$ cat src/rtl/game_sequencer.sv
// Game sequencer: READY/RUN/PAUSE/LOST control, pipe scrolling, gap rotation,
// scoring and bird/pipe collision detection for a side-scrolling game.
module game_sequencer #(
    parameter int SCROLL_DIV = 131072,
    parameter int PIPE_SPAN  = 345,
    parameter int GAP_INIT   = 100,
    parameter int PIPE_X0    = 439
) (
    input  logic        clk,
    input  logic        clr,
    input  logic        jump,
    input  logic        pause_sw,
    input  logic        restart,
    input  logic [10:0] bird_y,
    input  logic [7:0]  rand_gap,
    output logic [1:0]  state,
    output logic [9:0]  pipe_pos,
    output logic [7:0]  gap0,
    output logic [7:0]  gap1,
    output logic [3:0]  score,
    output logic [3:0]  high_score,
    output logic        bird_en
);

    typedef enum logic [1:0] {
        ST_LOST  = 2'd0,
        ST_READY = 2'd1,
        ST_RUN   = 2'd2,
        ST_PAUSE = 2'd3
    } state_t;

    localparam int PRE_W = (SCROLL_DIV > 1) ? $clog2(SCROLL_DIV) : 1;
    localparam logic [PRE_W-1:0] C_PRE_MAX  = PRE_W'(SCROLL_DIV - 1);
    localparam logic [9:0]       C_SPAN     = 10'(PIPE_SPAN);
    localparam logic [7:0]       C_GAP_INIT = 8'(GAP_INIT);

    // Screen geometry in pixels, signed so differences may go negative.
    localparam logic signed [12:0] C_PIPE_X0   = 13'(PIPE_X0);
    localparam logic signed [12:0] C_PIPE_W    = 13'sd50;
    localparam logic signed [12:0] C_BIRD_L    = 13'sd244;
    localparam logic signed [12:0] C_BIRD_R    = 13'sd284;
    localparam logic signed [12:0] C_SCREEN_H  = 13'sd480;
    localparam logic signed [12:0] C_BIRD_HALF = 13'sd20;
    localparam logic signed [12:0] C_GAP_LO    = 13'sd75;
    localparam logic signed [12:0] C_GAP_HI    = 13'sd215;

    state_t           r_state;
    logic             r_bird_en;
    logic [PRE_W-1:0] r_pre;
    logic [9:0]       r_pipe_pos;
    logic [7:0]       r_gap0;
    logic [7:0]       r_gap1;
    logic [3:0]       r_score;
    logic [3:0]       r_high;
    logic             r_pause_d;

    state_t           w_state_nxt;
    logic [PRE_W-1:0] w_pre_nxt;
    logic [9:0]       w_pos_nxt;
    logic [7:0]       w_gap0_nxt;
    logic [7:0]       w_gap1_nxt;
    logic [3:0]       w_score_nxt;
    logic [3:0]       w_high_nxt;

    logic               w_pause_edge;
    logic               w_tick;
    logic signed [12:0] w_pipe_left;
    logic signed [12:0] w_pipe_right;
    logic signed [12:0] w_bird_top;
    logic signed [12:0] w_gap0_s;
    logic               w_overlap;
    logic               w_vhit;
    logic               w_collision;

    assign w_pause_edge = pause_sw & ~r_pause_d;
    assign w_tick       = (r_state == ST_RUN) && (r_pre == C_PRE_MAX);

    assign w_pipe_left  = C_PIPE_X0 - $signed({3'b000, r_pipe_pos});
    assign w_pipe_right = w_pipe_left + C_PIPE_W;
    assign w_bird_top   = C_SCREEN_H - $signed({2'b00, bird_y});
    assign w_gap0_s     = $signed({5'b00000, r_gap0});
    assign w_overlap    = (C_BIRD_R > w_pipe_left) && (C_BIRD_L < w_pipe_right);
    assign w_vhit       = (w_bird_top - C_BIRD_HALF < w_gap0_s + C_GAP_LO) ||
                          (w_bird_top + C_BIRD_HALF > w_gap0_s + C_GAP_HI);
    assign w_collision  = (w_overlap && w_vhit) || (bird_y == 11'd0);

    // NOTE: clocked blocks use non-blocking (<=) so every register samples
    // pre-edge values; blocking (=) here would make results depend on block order.
    always_ff @(posedge clk) begin
        if (clr) begin
            r_state   <= ST_READY;
            r_bird_en <= 1'b0;
        end else begin
            r_state   <= w_state_nxt;
            r_bird_en <= (w_state_nxt == ST_RUN);
        end
    end

    // NOTE: each combinational output gets a default first so no path leaves it
    // unassigned, which would otherwise infer a latch.
    always_comb begin
        w_state_nxt = r_state;
        unique case (r_state)
            ST_READY: if (jump) w_state_nxt = ST_RUN;
            ST_RUN: begin
                if (w_collision)       w_state_nxt = ST_LOST;
                else if (w_pause_edge) w_state_nxt = ST_PAUSE;
            end
            ST_PAUSE: if (w_pause_edge) w_state_nxt = ST_RUN;
            ST_LOST:  if (restart) w_state_nxt = ST_READY;
        endcase
    end

    always_comb begin
        w_pre_nxt   = r_pre;
        w_pos_nxt   = r_pipe_pos;
        w_gap0_nxt  = r_gap0;
        w_gap1_nxt  = r_gap1;
        w_score_nxt = r_score;
        w_high_nxt  = (r_score > r_high) ? r_score : r_high;
        unique case (r_state)
            ST_READY: begin
                w_pre_nxt   = '0;
                w_pos_nxt   = '0;
                w_score_nxt = '0;
                w_gap0_nxt  = C_GAP_INIT;
            end
            ST_RUN: begin
                // A collision freezes everything so the losing frame stays on screen.
                if (!w_collision) begin
                    if (w_tick) begin
                        w_pre_nxt = '0;
                        if (r_pipe_pos == C_SPAN) begin
                            w_pos_nxt   = '0;
                            w_gap0_nxt  = r_gap1;
                            w_gap1_nxt  = rand_gap;
                            w_score_nxt = (r_score == 4'd15) ? r_score : r_score + 4'd1;
                        end else begin
                            w_pos_nxt = r_pipe_pos + 10'd1;
                        end
                    end else begin
                        w_pre_nxt = r_pre + PRE_W'(1);
                    end
                end
            end
            ST_LOST: begin
                if (restart) begin
                    w_pre_nxt   = '0;
                    w_pos_nxt   = '0;
                    w_score_nxt = '0;
                    w_gap0_nxt  = C_GAP_INIT;
                end
            end
            ST_PAUSE: ;
        endcase
    end

    always_ff @(posedge clk) begin
        if (clr) begin
            r_pre      <= '0;
            r_pipe_pos <= '0;
            r_gap0     <= C_GAP_INIT;
            r_gap1     <= '0;
            r_score    <= '0;
            r_high     <= '0;
            r_pause_d  <= 1'b0;
        end else begin
            r_pre      <= w_pre_nxt;
            r_pipe_pos <= w_pos_nxt;
            r_gap0     <= w_gap0_nxt;
            r_gap1     <= w_gap1_nxt;
            r_score    <= w_score_nxt;
            r_high     <= w_high_nxt;
            r_pause_d  <= pause_sw;
        end
    end

    assign state      = r_state;
    assign pipe_pos   = r_pipe_pos;
    assign gap0       = r_gap0;
    assign gap1       = r_gap1;
    assign score      = r_score;
    assign high_score = r_high;
    assign bird_en    = r_bird_en;

endmodule

$ cat config.mk
export PLATFORM = sky130hd
export DESIGN_NAME = game_sequencer
export DESIGN_NICKNAME = d
export VERILOG_FILES = /design/src/rtl/game_sequencer.sv
export SDC_FILE = /design/constraint.sdc
export NUM_CORES = 1
export LEC_CHECK = 0
export CORE_ASPECT_RATIO = 1.2
export CORE_MARGIN = 5
export CORE_UTILIZATION = 50
export DETAILED_ROUTE_END_ITERATION = 8
export PLACE_DENSITY_LB_ADDON = 0.15
export SLEW_MARGIN = 20
export SYNTH_ARGS = -nofsm -noshare
export SYNTH_HDL_FRONTEND = slang
export SYNTH_SLANG_ARGS = --single-unit
$ cat constraint.sdc
create_clock -name clk -period 4.2 [get_ports clk]
set_input_delay 0.63 -clock clk [delete_from_list [all_inputs] [get_ports clk]]
set_output_delay 0.63 -clock clk [all_outputs]
set_load 0.005 [all_outputs]
======== After elaboration in Yosys (flattened, before gate mapping) ========
Index checks and enable logic that the tools add are counted.
cells by class
  add/subtract/negate cells ............... 10
  $lt $le $gt $ge ......................... 5
  eq/ne operators ......................... 12
  muxes and demuxes ....................... 26
  bitwise logic cells ..................... 3
  reduce and logical (&&, ||, !) cells .... 13
operators by type and width
  cell                                                            number
  two-way mux 17 bit                                              3
  case mux 17 bit (3 select lines)                                1
  two-way mux 10 bit                                              4
  two-way mux 8 bit                                               4
  case mux 10 bit (3 select lines)                                1
  case mux 8 bit (3 select lines)                                 1
  two-way mux 4 bit                                               5
  adder 17 x 1 -> 17 bit, second input constant                   1
  equality test 17 bit, second input constant                     1
  adder 12 x 6 -> 13 bit, second input constant                   1
  greater-than comparator 13 x 10 -> 1 bit                        1
  < comparator 13 x 10 -> 1 bit                                   1
  subtractor 12 x 6 -> 13 bit, second input constant              1
  adder 11 x 7 -> 12 bit, second input constant                   1
  < comparator 9 x 12 -> 1 bit, first input constant              1
  case mux 4 bit (3 select lines)                                 1
  subtractor 9 x 11 -> 12 bit, first input constant               1
  greater-than comparator 10 x 11 -> 1 bit, first input constant  1
  logical NOT 11 bit                                              1
  subtractor 9 x 10 -> 11 bit, first input constant               1
  adder 10 x 1 -> 10 bit, second input constant                   1
  equality test 10 x 9 -> 1 bit, second input constant            1
  two-way mux 2 bit                                               5
  adder 8 x 7 -> 9 bit, second input constant                     1
  other kinds (19)                                                29
storage, ports and cells
  register bits after elaboration ......... 55
  input bits .............................. 24
  output and inout port bits .............. 37
  logic and storage cells ................. 78

======== Logic depth before layout (Yosys ltp) ========
Gate-level depths: netlist of the first run.
  word-level depth ........................ 9
  depth in mapped cells ................... 22
  depth with buffers taken out ............ 20

======== Worst setup path after synthesis of the first run ========
No wires, ideal clock.
  path kind ............................... input port to flip-flop
  start ................................... in bird_y[1]
  end ..................................... reg r_pre[2]
  arrival time ............................ 4270 ps
  data required time ...................... 4085 ps
  path slack .............................. -185 ps
  cell stages on the path ................. 21
  path buffers ............................ 3
  cell sequence ........................... or2_2 clkbuf_1 nor2_1 xnor2_1 inv_1 ha_1 nand2b_1 a21oi_1 a2bb2oi_1 xor2_1 ha_1 a2111o_1 o21ai_0 o211ai_2 a22oi_2 nor3_2 nor3_2 buf_4 buf_6 nor3_1 o21a_1
on the way
  word-level cells in the longest chain between the ends .. 8
  elaborated cells between the ends (all ways) .. 11
  those cells by class .................... add/sub (3); order compare (2); eq/ne (1); reduce/logical (5)
ends and longest elaborated chain
  element                                                                                           RTL line  source
  start: declaration                                                                                14        input logic [10:0] bird_y,
  subtractor 9 x 11 -> 12 bit                                                                       80        assign w_bird_top = C_SCREEN_H - $signed({2'b00, bird_y});
  subtractor 12 x 6 -> 13 bit / adder 12 x 6 -> 13 bit (equally long branches)                      83, 84
  < comparator 13 x 10 -> 1 bit / greater-than comparator 13 x 10 -> 1 bit (equally long branches)  83, 84
  logical OR 1 bit                                                                                  83        assign w_vhit = (w_bird_top - C_BIRD_HALF < w_gap0_s + C_GAP_LO) ||
  logical AND 1 bit                                                                                 85        assign w_collision = (w_overlap && w_vhit) || (bird_y == 11'd0);
  logical OR 1 bit *                                                                                85
  inequality test 2 bit (no source line) *                                                          -
  AND reduction 3 bit (no source line) *                                                            -
  end signal: assignment                                                                            168       r_pre <= w_pre_nxt;
  end: declaration                                                                                  49        logic [PRE_W-1:0] r_pre;
Every way passes the cells marked *; elsewhere a longest branch is shown, timed or not.
A chain may end at the register's enable or synchronous reset.

======== Worst setup path after layout of the first run ========
  start ................................... in bird_y[1]
  end ..................................... reg r_pre[11]
The elaborated chain is that of the path after synthesis.

==> impl_metrics.py, run 1 <==
metrics = {
    "outcome": {
        "status": "finished, final reports clean",
    },
    "timing": {
        "skew_ns": 0.00478,
        "worst_slew_pin_slew_ns": 0.614,
        "finalHoldViolations": 0,
        "min_period_over_period": 0.988,
        "rsz0062_at_grt": "true",
        "final_max_slew_viol_count": 0,
        "final.min_clock_period_ns": 4.15,
        "setup_viol": 0,
        "relSlewSlack": 0.588,
        "max_clock_freq_mhz": 241,
    },
    "worst_setup_path": {
        "crit_path_max_fanout": 6,
        "r2r_slack_ns": 0.55,
        "cp-start-kind": "input pin",
        "required_ns": 4.45,
        "end_kind": "flip-flop",
        "r2r_cells": 18,
        "critPathArrivalTime_ns": 4.40,
        "path_class": "in2reg",
    },
    "synthesis": {
        "netlist_area_um2": 4200,
        "ys_seq_area_frac": 0.262,
        "avgSynthCellArea_um2": 7.97,
        "synth_area_leaders": "dfxtp_1 (26%), ha_1 (10%), a21oi_1 (5.2%)",
        "synthCells": 527,
        "syn_nets": 586,
        "async_flop_share": 0,
        "synth_cell_types": 67,
        "netlist.area_leader.share": 0.262,
        "ys_seq_elements": 55,
        "synth_flop_cell": "dfxtp_1",
        "synth_warnings": 0,
        "synth.largest_area_cell": "dfxtp_1",
        "synth_edf_count": 0,
    },
    "global_route": {
        "grt_first_pass_wirelength_mm": 19.8,
        "grt-ovfl-total": 0,
        "antenna_found_initial": 0,
        "grtUsageTotal": 0.225,
        "grt_max_degree": 34,
        "grt_pass1_vias": 4365,
    },
    "cts": {
        "root_buffer": "clkbuf_8",
        "clk_pin_slew_ns": 0.10,
        "h-tree-depth": 2,
        "cts_tree": "yes",
        "cts-buffers-inserted": 5,
        "clock_sinks": 55,
        "worstSkewPairLatency_ns": 0.32,
        "cts_buffer_depth": 2,
    },
    "finish": {
        "syn_to_final_growth_pct": 41.4,
        "drive_above_1_share": 0.228,
        "n_fill_cell": 610,
        "final_cell_mix": "dfxtp_1 (55), clkdlybuf4s50_1 (55), buf_4 (54)",
        "stdcell_area_um2": 5940,
        "n_antenna_cell": 0,
        "fin_nets": 698,
        "multi_input_area_um2": 3250,
        "regArea_um2": 1100,
    },
    "power_and_ir_drop": {
        "cellPowerDensity_nw_per_um2": 219,
        "peakVddDrop_uv": 154,
        "clockPowerShare": 0.286,
        "switching_share": 0.301,
        "power_mw": 1.30,
        "leakage_nw": 2.28,
        "internal_power_uw": 909,
        "pwr-share-comb": 0.305,
        "p_switching_uw": 392,
        "pwr-share-seq": 0.409,
    },
    "floorplan": {
        "ios": 61,
        "dieHeight_um": 110,
        "die_area_um2": 10300,
        "core_um2": 8150,
        "rows": 36,
        "die_x_um": 93.7,
        "start_util": 0.516,
    },
    "placement": {
        "io_buffers": 60,
        "dp_hpwl_mm": 8.61,
        "dpl_cell_area_um2": 5300,
        "gp_congestion": 0.897,
    },
    "route": {
        "dr.pass1.iters": 5,
        "drc": 0,
        "wl_per_cell_um": 16.4,
        "routed_wl_mm": 12.3,
        "num_vias": 4452,
        "avgViaCountPerCell": 5.90,
        "antenna_left": 0,
        "drt-initial-drc-count": 177,
    },
    "worst_hold_path": {
        "hold_path_depth": 2,
        "hold_path.class": "reg2reg",
    },
    "run": {
        "max-cap-violations": 0,
    },
}
==> layer usage <==
metal / track usage / wire [um]
met2: 0.398 / 6510
met3: 0.0347 / 631
met1: 0.273 / 4860
met4: 0.0771 / 349
met5: 0 / 0
==> registers in the layout (all words and copies together) (netlist names) <==
signal,count
r_pre,17
high_score,4
pipe_pos,10
state,2
gap0,8
r_pause_d,1
gap1,8
bird_en,1
score,4
==> Yosys cell counts, types with 3 or more instances <==
cell / count
a211oi_1: 3
xnor2_1: 18
nand2b_1: 8
o21ai_0: 21
nor4_1: 5
inv_1: 27
nor2b_1: 13
o31ai_1: 8
nand3_1: 25
a31oi_1: 8
o211ai_1: 4
buf_2: 3
o22ai_1: 4
or3_1: 7
a21oi_1: 44
o21a_1: 12
nor2_1: 43
nor3b_1: 3
nor3_1: 15
nand4_1: 10
nand2_1: 27
xor2_1: 14
mux2i_1: 12
or4b_1: 5
o22a_1: 4
ha_1: 35
dfxtp_1: 55
nand3b_1: 3
and3_1: 5
or2_2: 4
o221ai_1: 3
clkbuf_1: 17
a22o_1: 5
or4_1: 15
==> per-stage QoR <==
step	util	hold slack [ns]	instances	setup TNS (ns)	setup slack, ns
CTS	0.696	0.488	748	-0.00506	-0.00506
finish	0.729	0.491	754	0	0.0498
global route	0.729	0.531	754	-2.01	-0.0911
detailed placement	0.650	0.461	728	-27.46	-0.651
global placement	0.650	0.444	728	-22.16	-0.544
floorplan	-	0.436	527	-0.0117	-0.0117
==> critical path, cell delays in order <==
cell and delay (ns):
buf_8 0.10, or2_4 0.26, nor2_4 0.12, xnor2_2 0.13, inv_1 0.07, ha_2 0.17
nand2b_4 0.16, a21oi_2 0.14, a2bb2oi_2 0.15, xor2_1 0.22, ha_1 0.32, a2111o_1 0.42
o21ai_2 0.17, o211ai_2 0.11, a22oi_2 0.21, buf_4 0.17, o21bai_4 0.12, a21oi_4 0.20
buf_12 0.14, clkbuf_16 0.16, nand2_8 0.07, a21oi_1 0.14
==> final cells by class <==
class                      count  share of cell area
tap                          114              0.0240
timing repair buffer         127               0.206
multi-input combinational    422               0.547
clock buffer                   5              0.0116
sequential                    55               0.185
clock inverter                 3             0.00842
inverter                      28              0.0177
==> cell families (layout without fill, tap and decap cells) <==
family / count (synthesis) / after routing / synth area share
AND/OR/NAND/NOR: 202 / 204 / 0.266
AO/OA/AOI/OAI: 139 / 139 / 0.220
flip-flops: 55 / 55 / 0.262
buffers and inverters: 52 / 163 / 0.0518
adder cells (fa/ha/maj): 35 / 35 / 0.104
XOR/XNOR: 32 / 32 / 0.0667
multiplexers: 12 / 12 / 0.0286
==> final timing paths <==
path | start | endpoint
max | bird_y[1] | r_pre[11]
min reg2reg | r_pre[16] | r_pre[16]
max reg2reg | gap0[0] | r_pre[11]
min | r_pre[16] | r_pre[16]
==> what timing repair did <==
item / 4_1_cts / 5_1_grt
gates cloned: 4 / 3
hold buffers: 0 / 0
setup endpoints to repair: 49 / 48
gates resized for setup: 38 / 52
pin swaps: 21 / 22
setup buffers: 8 / 3
==> power by group through the flow <==
| stage | logic, mW | clock network, mW | registers (mW) |
|---|---|---|---|
| finish | 0.396 | 0.372 | 0.532 |
| global route | 0.422 | 0.396 | 0.533 |
| CTS | 0.335 | 0.379 | 0.532 |
| detailed placement | 0.288 | 0 | 0.544 |
| global placement | 0.281 | 0 | 0.544 |
| floorplan | 0.166 | 0 | 0.543 |
(Power assumes the default switching activity.)
==> inputs of run 2 (changes only) <==
Settings changed: CTS_BUF_LIST from default to sky130_fd_sc_hd__clkbuf_16, SLEW_MARGIN 20 to default.
==> run 2 against run 1 <==
- maximum frequency is 0.58% lower
- sequential share of layout area down 0.082 points
- highest routed layer unchanged
- clock-buffer cell count did not move
- largest power group unchanged
- setup slack lost 0.024 ns
- total power rose by 6.9%
- critical path type unchanged
- global-route usage decreased by 0.19 points
==> impl_metrics.py, run 2 (same netlist as run 1, synthesis figures left out) <==
metrics = {
    "worst_setup_path": {
        "worstPathCellList": "buf_8 -> buf_6 -> or4_4 -> nor2_4 -> buf_6 -> nand3_2 -> o21ai_1 -> nand2b_1 -> a21oi_2 -> xnor2_1 -> ha_1 -> nand2_2 -> nor3_4 -> o221ai_2 -> a21oi_2 -> o31ai_4 -> buf_4 -> o21bai_4 -> nand2_4 -> or4b_4 -> a21oi_2",
        "r2r_start": "gap0[0]",
        "critPathArrivalTime_ns": 4.40,
        "end_kind": "flip-flop",
        "crit_path_max_fanout": 6,
        "required_ns": 4.43,
        "r2r_end": "pipe_pos[6]",
        "cpPeakStageDelay_ns": 0.56,
        "crit_path_frequent_cell": "a21oi_2",
        "r2r_slack_ns": 0.57,
        "r2r_cells": 16,
        "path_class": "in2reg",
        "cp-start-kind": "input pin",
        "cpMaxStageDelayCell": "or4_4",
    },
    "cts": {
        "root_buffer": "clkbuf_16",
        "h-tree-depth": 2,
        "worstSkewPairLatency_ns": 0.29,
        "cts_buffer_depth": 2,
        "cts-buffers-inserted": 5,
        "clk_pin_slew_ns": 0.07,
        "clock_sinks": 55,
        "cts_tree": "yes",
    },
    "route": {
        "antenna_left": 0,
        "drc": 0,
        "wl_per_cell_um": 16.1,
        "routed_wl_mm": 12.2,
        "drt-initial-drc-count": 160,
        "num_vias": 4420,
        "dr.pass1.iters": 5,
        "avgViaCountPerCell": 5.85,
    },
    "placement": {
        "dp_hpwl_mm": 8.61,
        "io_buffers": 60,
        "dp_slack_ns": -0.651,
        "dp.cells": 728,
        "gp_congestion": 0.897,
    },
    "timing": {
        "max_clock_freq_mhz": 240,
        "worst_slew_pin_slew_ns": 0.467,
        "fin_tns_setup_ns": 0,
        "worst_slack_ns": 0.0255,
        "relSlewSlack": 0.687,
        "min_period_over_period": 0.994,
        "skew_ns": 0.00207,
        "final_max_slew_viol_count": 0,
        "finalHoldViolations": 0,
        "final.min_clock_period_ns": 4.17,
        "setup_viol": 0,
        "rsz0062_at_grt": "true",
    },
    "global_route": {
        "grt_first_pass_wirelength_mm": 19.6,
        "antenna_found_initial": 0,
        "grt_pass1_vias": 4307,
        "grt_max_degree": 34,
        "grt-ovfl-total": 0,
        "grtUsageTotal": 0.224,
    },
    "finish": {
        "largest_register_ffs": 17,
        "final_cell_mix": "buf_4 (59), dfxtp_1 (55), clkdlybuf4s50_1 (55)",
        "fin_util": 0.732,
        "drive_above_1_share": 0.240,
        "n_fill_cell": 602,
        "final_common_cell": "buf_4",
        "n_antenna_cell": 0,
        "syn_to_final_growth_pct": 42.0,
        "stdcell_count": 755,
        "fin_nets": 699,
        "regMostFlops": "r_pre",
    },
    "outcome": {
        "status": "finished, final reports clean",
    },
    "worst_hold_path": {
        "hold_path.class": "reg2reg",
        "hold_end": "r_pre[16]",
        "min_from": "r_pre[16]",
        "hold_path_depth": 2,
    },
    "run": {
        "max-cap-violations": 0,
    },
    "floorplan": {
        "dieHeight_um": 110,
        "start_util": 0.516,
        "ios": 61,
        "rows": 36,
        "die_x_um": 93.7,
        "core_um2": 8150,
        "die_area_um2": 10300,
    },
    "power_and_ir_drop": {
        "peakVddDrop_uv": 246,
        "cellPowerDensity_nw_per_um2": 233,
        "power_mw": 1.39,
        "leakage_nw": 2.31,
    },
}
[run 2: changes by cell type in the layout (fill, tap and decap cells not counted), sizes merged]
| cell | previous run | this run |
|---|---|---|
| buf | 67 | 70 |
| nand2 | 31 | 30 |
| dlygate4sd2 | 2 | 0 |
| clkdlybuf4s15 | 0 | 2 |
| clkbuf | 8 | 7 |
[run 2: metal layers]
| metal | wire [um] | share of wire | GRT usage | up-vias |
|---|---|---|---|---|
| met5 | 0 | 0 | 0 | - |
| met4 | 374 | 0.031 | 0.0809 | 0 |
| met3 | 575 | 0.047 | 0.0347 | 33 |
| met2 | 6320 | 0.52 | 0.390 | 123 |
| met1 | 4910 | 0.40 | 0.273 | 2085 |
| li1 | - | - | - | 2179 |
[run 2: through the flow]
step	cell area, um^2	hold slack, ns
floorplan	4260	0.436
global placement	5300	0.444
global route	5970	0.521
CTS	5700	0.488
detailed placement	5300	0.461
finish	5970	0.494
[run 2: layout make-up]
cell class	instances	area, um^2	area share
clock buffers	5	125	0.0210
clock inverters	3	50.0	0.00839
inverters	28	108	0.0180
multi-input cells	421	3230	0.541
flip-flops and latches	55	1100	0.185
well taps	114	143	0.0239
repair buffers	129	1210	0.203
[run 2: power breakdown]
group,switching (mW),internal (mW)
sequential,0.00619,0.526
clock,0.200,0.288
combinational,0.186,0.185
total,0.393,0.998
[run 2: worst max path at each step]
stage	startpoint	end	cells after the start
after floorplan	bird_y[1]	r_pre[2]	21
after global placement	bird_y[0]	r_pre[3]	23
after detailed placement	bird_y[0]	r_pre[3]	23
after CTS	bird_y[1]	pipe_pos[4]	18
after global routing	bird_y[0]	pipe_pos[6]	21
final	bird_y[0]	pipe_pos[6]	21
[run 2: worst max-delay path, delay by kind of cell]
family	cells	cell delay, ns
AO/OA/AOI/OAI	7	1.06
XOR/XNOR	1	0.10
buffers and inverters	4	0.49
adder cells (fa/ha/maj)	1	0.33
AND/OR/NAND/NOR	8	1.79
[run 2: what timing repair did]
item | in CTS | in global routing
resized for setup | 38 | 59
cloned | 3 | 1
setup endpoints to repair | 49 | 49
pin swaps | 28 | 42
setup buffers | 7 | 9
hold buffers | 0 | 0
